### config.mk
export PLATFORM = sky130hd
export DESIGN_NAME = jesd204b_descrambler
export DESIGN_NICKNAME = d
export VERILOG_FILES = /design/src/rtl/jesd204b_pkg.sv /design/src/rtl/jesd204b_descr_comb.sv /design/src/rtl/jesd204b_descrambler.sv
export SDC_FILE = /design/constraint.sdc
export NUM_CORES = 1
export LEC_CHECK = 0
export CAP_MARGIN = 20
export CORE_ASPECT_RATIO = 0.8
export CORE_MARGIN = 2
export CORE_UTILIZATION = 54
export CTS_BUF_LIST = sky130_fd_sc_hd__clkbuf_4 sky130_fd_sc_hd__clkbuf_8
export CTS_CLUSTER_DIAMETER = 50
export DETAILED_ROUTE_END_ITERATION = 8
export GPL_TIMING_DRIVEN = 0
export PLACE_DENSITY = 0.95
export SLEW_MARGIN = 20
export SYNTH_ARGS = -nofsm -noshare
export SYNTH_HDL_FRONTEND = slang
export SYNTH_SLANG_ARGS = --single-unit
### constraint.sdc
create_clock -name clk -period 3.28 [get_ports clk]
set_clock_uncertainty 0.15 [all_clocks]
set_input_delay 0.656 -clock clk [delete_from_list [all_inputs] [get_ports clk]]
set_output_delay 0.656 -clock clk [all_outputs]
set_load 0.005 [all_outputs]
### src/rtl/jesd204b_pkg.sv
// jesd204b_pkg
// Shared constants and types for the JESD204B link-layer scrambler and
// descrambler (polynomial 1 + x^14 + x^15, 32-bit words, MSB earliest).
// Both ends take their reset history from JESD204B_SCR_SEED.
package jesd204b_pkg;

    localparam int          JESD204B_W        = 32;
    localparam int          JESD204B_HIST_W   = 15;
    localparam int          JESD204B_TAP_A    = 14;
    localparam int          JESD204B_TAP_B    = 15;
    localparam logic [14:0] JESD204B_SCR_SEED = 15'h7F80;

    typedef enum logic {
        LOCK_ST_UNLOCKED = 1'b0,
        LOCK_ST_LOCKED   = 1'b1
    } lock_state_e;

endpackage

### src/rtl/jesd204b_descr_comb.sv
// jesd204b_descr_comb
// Purely combinational descrambler core: D[i] = S[i] ^ S[i+14] ^ S[i+15]
// over the extended vector {hist, s_in}, where hist holds the previous
// accepted word's low 15 bits (S[32..46]).
// Ports:
//   s_in  in  32  scrambled word, bit 31 earliest
//   hist  in  15  previous word's s_in[14:0]
//   d     out 32  descrambled word
module jesd204b_descr_comb
    import jesd204b_pkg::*;
(
    input  logic [JESD204B_W-1:0]      s_in,
    input  logic [JESD204B_HIST_W-1:0] hist,
    output logic [JESD204B_W-1:0]      d
);

    logic [JESD204B_W+JESD204B_HIST_W-1:0] ext;

    assign ext = {hist, s_in};

    always_comb begin
        d = '0;
        for (int i = 0; i < JESD204B_W; i++)
            d[i] = ext[i] ^ ext[i+JESD204B_TAP_A] ^ ext[i+JESD204B_TAP_B];
    end

endmodule

### src/rtl/jesd204b_descrambler.sv
// jesd204b_descrambler
// Receive-side self-synchronous descrambler for one JESD204B lane.
// Accepted words (s_valid) always refresh the 15-bit history; a resync
// pulse drops exactly one accepted word, used only to reseed history.
// Optional feature macro: JESD204B_DESCR_BYPASS_EN adds a 'bypass' input
// that forwards s_in unchanged (timing and qualifiers unaffected).
// Ports:
//   clk       in   1   rising-edge clock
//   reset     in   1   asynchronous active-high reset
//   s_in      in   32  scrambled word, bit 31 earliest
//   s_valid   in   1   s_in qualifier
//   resync    in   1   history unknown; relock on next accepted word
//   bypass    in   1   (macro only) pass s_in straight through
//   d_out     out  32  descrambled word
//   d_valid   out  1   d_out qualifier
//   locked    out  1   history trustworthy
//   word_cnt  out  16  words emitted since last relock, saturating
module jesd204b_descrambler
    import jesd204b_pkg::*;
#(
    parameter logic [14:0] SEED = JESD204B_SCR_SEED
) (
    input  logic        clk,
    input  logic        reset,
    input  logic [31:0] s_in,
    input  logic        s_valid,
    input  logic        resync,
`ifdef JESD204B_DESCR_BYPASS_EN
    input  logic        bypass,
`endif
    output logic [31:0] d_out,
    output logic        d_valid,
    output logic        locked,
    output logic [15:0] word_cnt
);

    lock_state_e state, state_nxt, state_eff;
    logic        emit;
    logic        relock;
    logic [14:0] hist;
    logic [31:0] d_comb;
    logic [31:0] d_sel;

    jesd204b_descr_comb u_comb (
        .s_in (s_in),
        .hist (hist),
        .d    (d_comb)
    );

`ifdef JESD204B_DESCR_BYPASS_EN
    assign d_sel = bypass ? s_in : d_comb;
`else
    assign d_sel = d_comb;
`endif

    always_ff @(posedge clk or posedge reset) begin
        if (reset) state <= LOCK_ST_LOCKED;
        else       state <= state_nxt;
    end

    // resync overrides the current state for this cycle, so a word arriving
    // together with resync is already treated as the relock word.
    always_comb begin
        state_eff = resync ? LOCK_ST_UNLOCKED : state;
        state_nxt = state_eff;
        emit      = 1'b0;
        relock    = 1'b0;
        if (s_valid) begin
            if (state_eff == LOCK_ST_LOCKED) begin
                emit = 1'b1;
            end else begin
                relock    = 1'b1;
                state_nxt = LOCK_ST_LOCKED;
            end
        end
    end

    assign locked = (state == LOCK_ST_LOCKED);

    always_ff @(posedge clk or posedge reset) begin
        if (reset) begin
            hist     <= SEED;
            d_out    <= '0;
            d_valid  <= 1'b0;
            word_cnt <= '0;
        end else begin
            d_valid <= emit;
            if (s_valid)
                hist <= s_in[14:0];
            if (emit) begin
                d_out <= d_sel;
                if (word_cnt != 16'hFFFF)
                    word_cnt <= word_cnt + 16'd1;
            end
            if (relock)
                word_cnt <= '0;
        end
    end

endmodule

==> metrics.txt <==
Residual DRC 0; num rows 25; Max Cap Violations 0; Hold EP d_out[0]; total number of vias 2907; initial core utilization between 50% and 60%; layout net count 447; CP startpoint kind primary input; placed cell area between 4000 and 5000 um2; Cells after Synth 314; Placer Congestion between 0.9 and 1; largest net degree at the start of global routing just under 60; final HPWL from detailed placement 6418 um; Slew Limit Headroom approximately 56%; register area share after synthesis 50.13%; type of the worst setup path primary input to register; met2 WL post-DR 4410 um; Place WS between 0.5 and 0.6 ns; layout overhead on the synthesized area 36.46%; worst r2r path cells 5; Internal Pwr Total 0.001679 W; HP Class register to register; Slew Viols, Final 0; final WL 8994 um; VDD IR-drop max 0.3588 mV; worst-skew pair later-pin latency 0.36 ns; Sequential Area roughly 1600 um2; gr usage total 28.75%; clock tree root buffer cell clkbuf_8; Chip Width 90.96 um; Ports 86; # fillers around 380; die height 73.57 um; synth warn 0; Hold Path Depth 2; Finished Cell Area 4458 um2; highest routed layer met4; Crit. End Element register; sequential share of power between 40 and 50%; # port buffers 84; worst endpoint required time 3.36 ns; syn_area_per_cell roughly 10 um2; Crit path arrival time 2.57 ns; DIE AREA 6692 um2; Final ANT Viol Nets 0; Post-synth EDFFs 0; total power per unit cell area 522.9 nW/um2; Hold Violations, Final 0; top_reg_cell synth dfrtp_1; P_sw 0.0006522 W; drt pass-1 iters 5; Vias/cell about 5.9; hold buffers post-CTS 0; min-delay src d_out[0]; multi-input logic area between 1500 and 2000 um2; aggregate global routing overflow 0; status complete, no violations; H-tree levels 3; Comb power frac 23.8%; R2R Path Start locked; Clock Power Share 32.7%; DRT iter0 DRCs 256; mean routed wirelength per cell 18.13 um; Critical R2R Capture word_cnt[6]; Final Util 75.81%; clk buf depth 2; most common cell after layout, fill and taps aside clkdlybuf4s50_1; final setup fails 0; most frequent cells in the layout clkdlybuf4s50_1, dfrtp_1, nand2_1, o21ai_0; Crit Path Max Fanout 10; Metal-1 WL 3713 um; Met3 Wirelength 619 um; unrepaired setup endpoints after global routing false; Pleak 1.862 nW; Reg2Reg Setup Slack 1.02 ns; count of different cell masters after synthesis 41; number of global-route vias before repair 2863; setup_tns 0 ns; initial antenna violation count 0; post-CTS setup buffers 0; clk sinks between 60 and 70; Tmin final 2.492 ns; final std cells w/o fill 496; Post-Syn Area between 3000 and 4000 um2; share of cells above drive strength 1 a little under an eighth; syn_nets 351; PostCTS Resize Cnt 0; clk slew on worst S/H paths 0.08 ns; FMAX 401.3 MHz; TritonCTS clock tree yes; # diodes 0; Core ar. 5881 um2; post-placement cell count 480; Worst Tran Pin Value 0.6673 ns; flops & latches, synth 65; post-synthesis async set-or-reset flop share 100.0%; switch share 27.98%; PnR worst setup slack 0.7879 ns; clock buffer count from CTS 9; fin crit share 75.98%; global-route wire length before repair 14630 um
==> metal layers <==
layer	vias up	GRT usage, %
li1	1287	-
met1	1424	37.14
met3	31	6.974
met5	-	0
met2	165	47.24
met4	0	12.12
==> through the flow <==
step / power [W] / hold WS [ns]
after floorplan: 0.001236 / 0.3233
final: 0.002331 / 0.3349
after detailed placement: 0.001570 / 0.3205
after CTS: 0.002328 / 0.3369
after global placement: 0.001535 / 0.3125
after global routing: 0.002436 / 0.3659
==> layout make-up <==
class / count / area share, %
buffer: 12 / 1.010
clock buffer: 9 / 2.779
clock inverter: 7 / 2.133
inverter: 4 / 0.3929
multi-input combinational: 233 / 35.19
sequential: 65 / 36.74
tap: 81 / 2.273
timing repair buffer: 85 / 19.48
==> synthesized netlist by cell type (all sizes together), types with 2 or more instances <==
library cell	n	area, um2
nor4	2	12.51
mux2	15	168.9
mux2i	2	20.02
nor3	2	10.01
inv	4	15.01
dfstp	9	236.5
nand2	45	168.9
xnor2	32	280.3
nand4	5	31.28
dfrtp	56	1401
nand3	5	25.02
a21o	4	31.28
clkbuf	9	33.78
buf	3	11.26
xor2	32	280.3
and3	4	26.28
a21oi	7	35.03
o21ai	46	230.2
and4	5	48.80
a31oi	4	40.04
nor2	7	26.28
o31ai	3	22.52
==> registers in the layout, summed over array words and instances, names as in the netlist <==
signal / flops
word_cnt: 16
d_valid: 1
locked: 1
hist: 15
d_out: 32
==> kinds of logic (layout without fill, tap and decap cells) <==
group,Yosys count,count (layout),share of synthesized area (%)
flops,65,65,50.13
xor+xnor,64,64,17.16
compound gates,69,69,12.37
buf+inv,16,117,1.838
mux,17,17,5.783
simple gates,82,82,12.33
fa+ha+maj,1,1,0.3829
==> critical path: stages <==
cell,delay (ns)
clkdlybuf4s50_1,0.46
nor2b_1,0.10
nand2_1,0.13
clkbuf_1,0.41
clkbuf_1,0.47
nor2_1,0.10
mux2i_1,0.15
o21ai_1,0.08
==> power groups by stage <==
stage	sequential [W]	combinational, W	clock, W
final	0.00101	0.000556	0.000761
after global routing	0.00103	0.000606	0.000805
after CTS	0.00101	0.000557	0.000758
after detailed placement	0.00102	0.000548	0
after global placement	0.00101	0.000520	0
after floorplan	0.00102	0.000221	0
==> worst max-delay path by stage <==
stage | startpoint | endpoint | slack, ns | cells after the start
3_3_place_gp | reset | hist[4] | -0.18 | 2
6_report | resync | word_cnt[15] | 0.79 | 8
4_1_cts | resync | word_cnt[15] | 0.83 | 8
2_1_floorplan | reset | d_out[0] | 0.86 | 1
5_1_grt | resync | word_cnt[6] | 0.66 | 6
3_5_place_dp | resync | word_cnt[15] | 0.52 | 8
(Power assumes the default switching activity.)
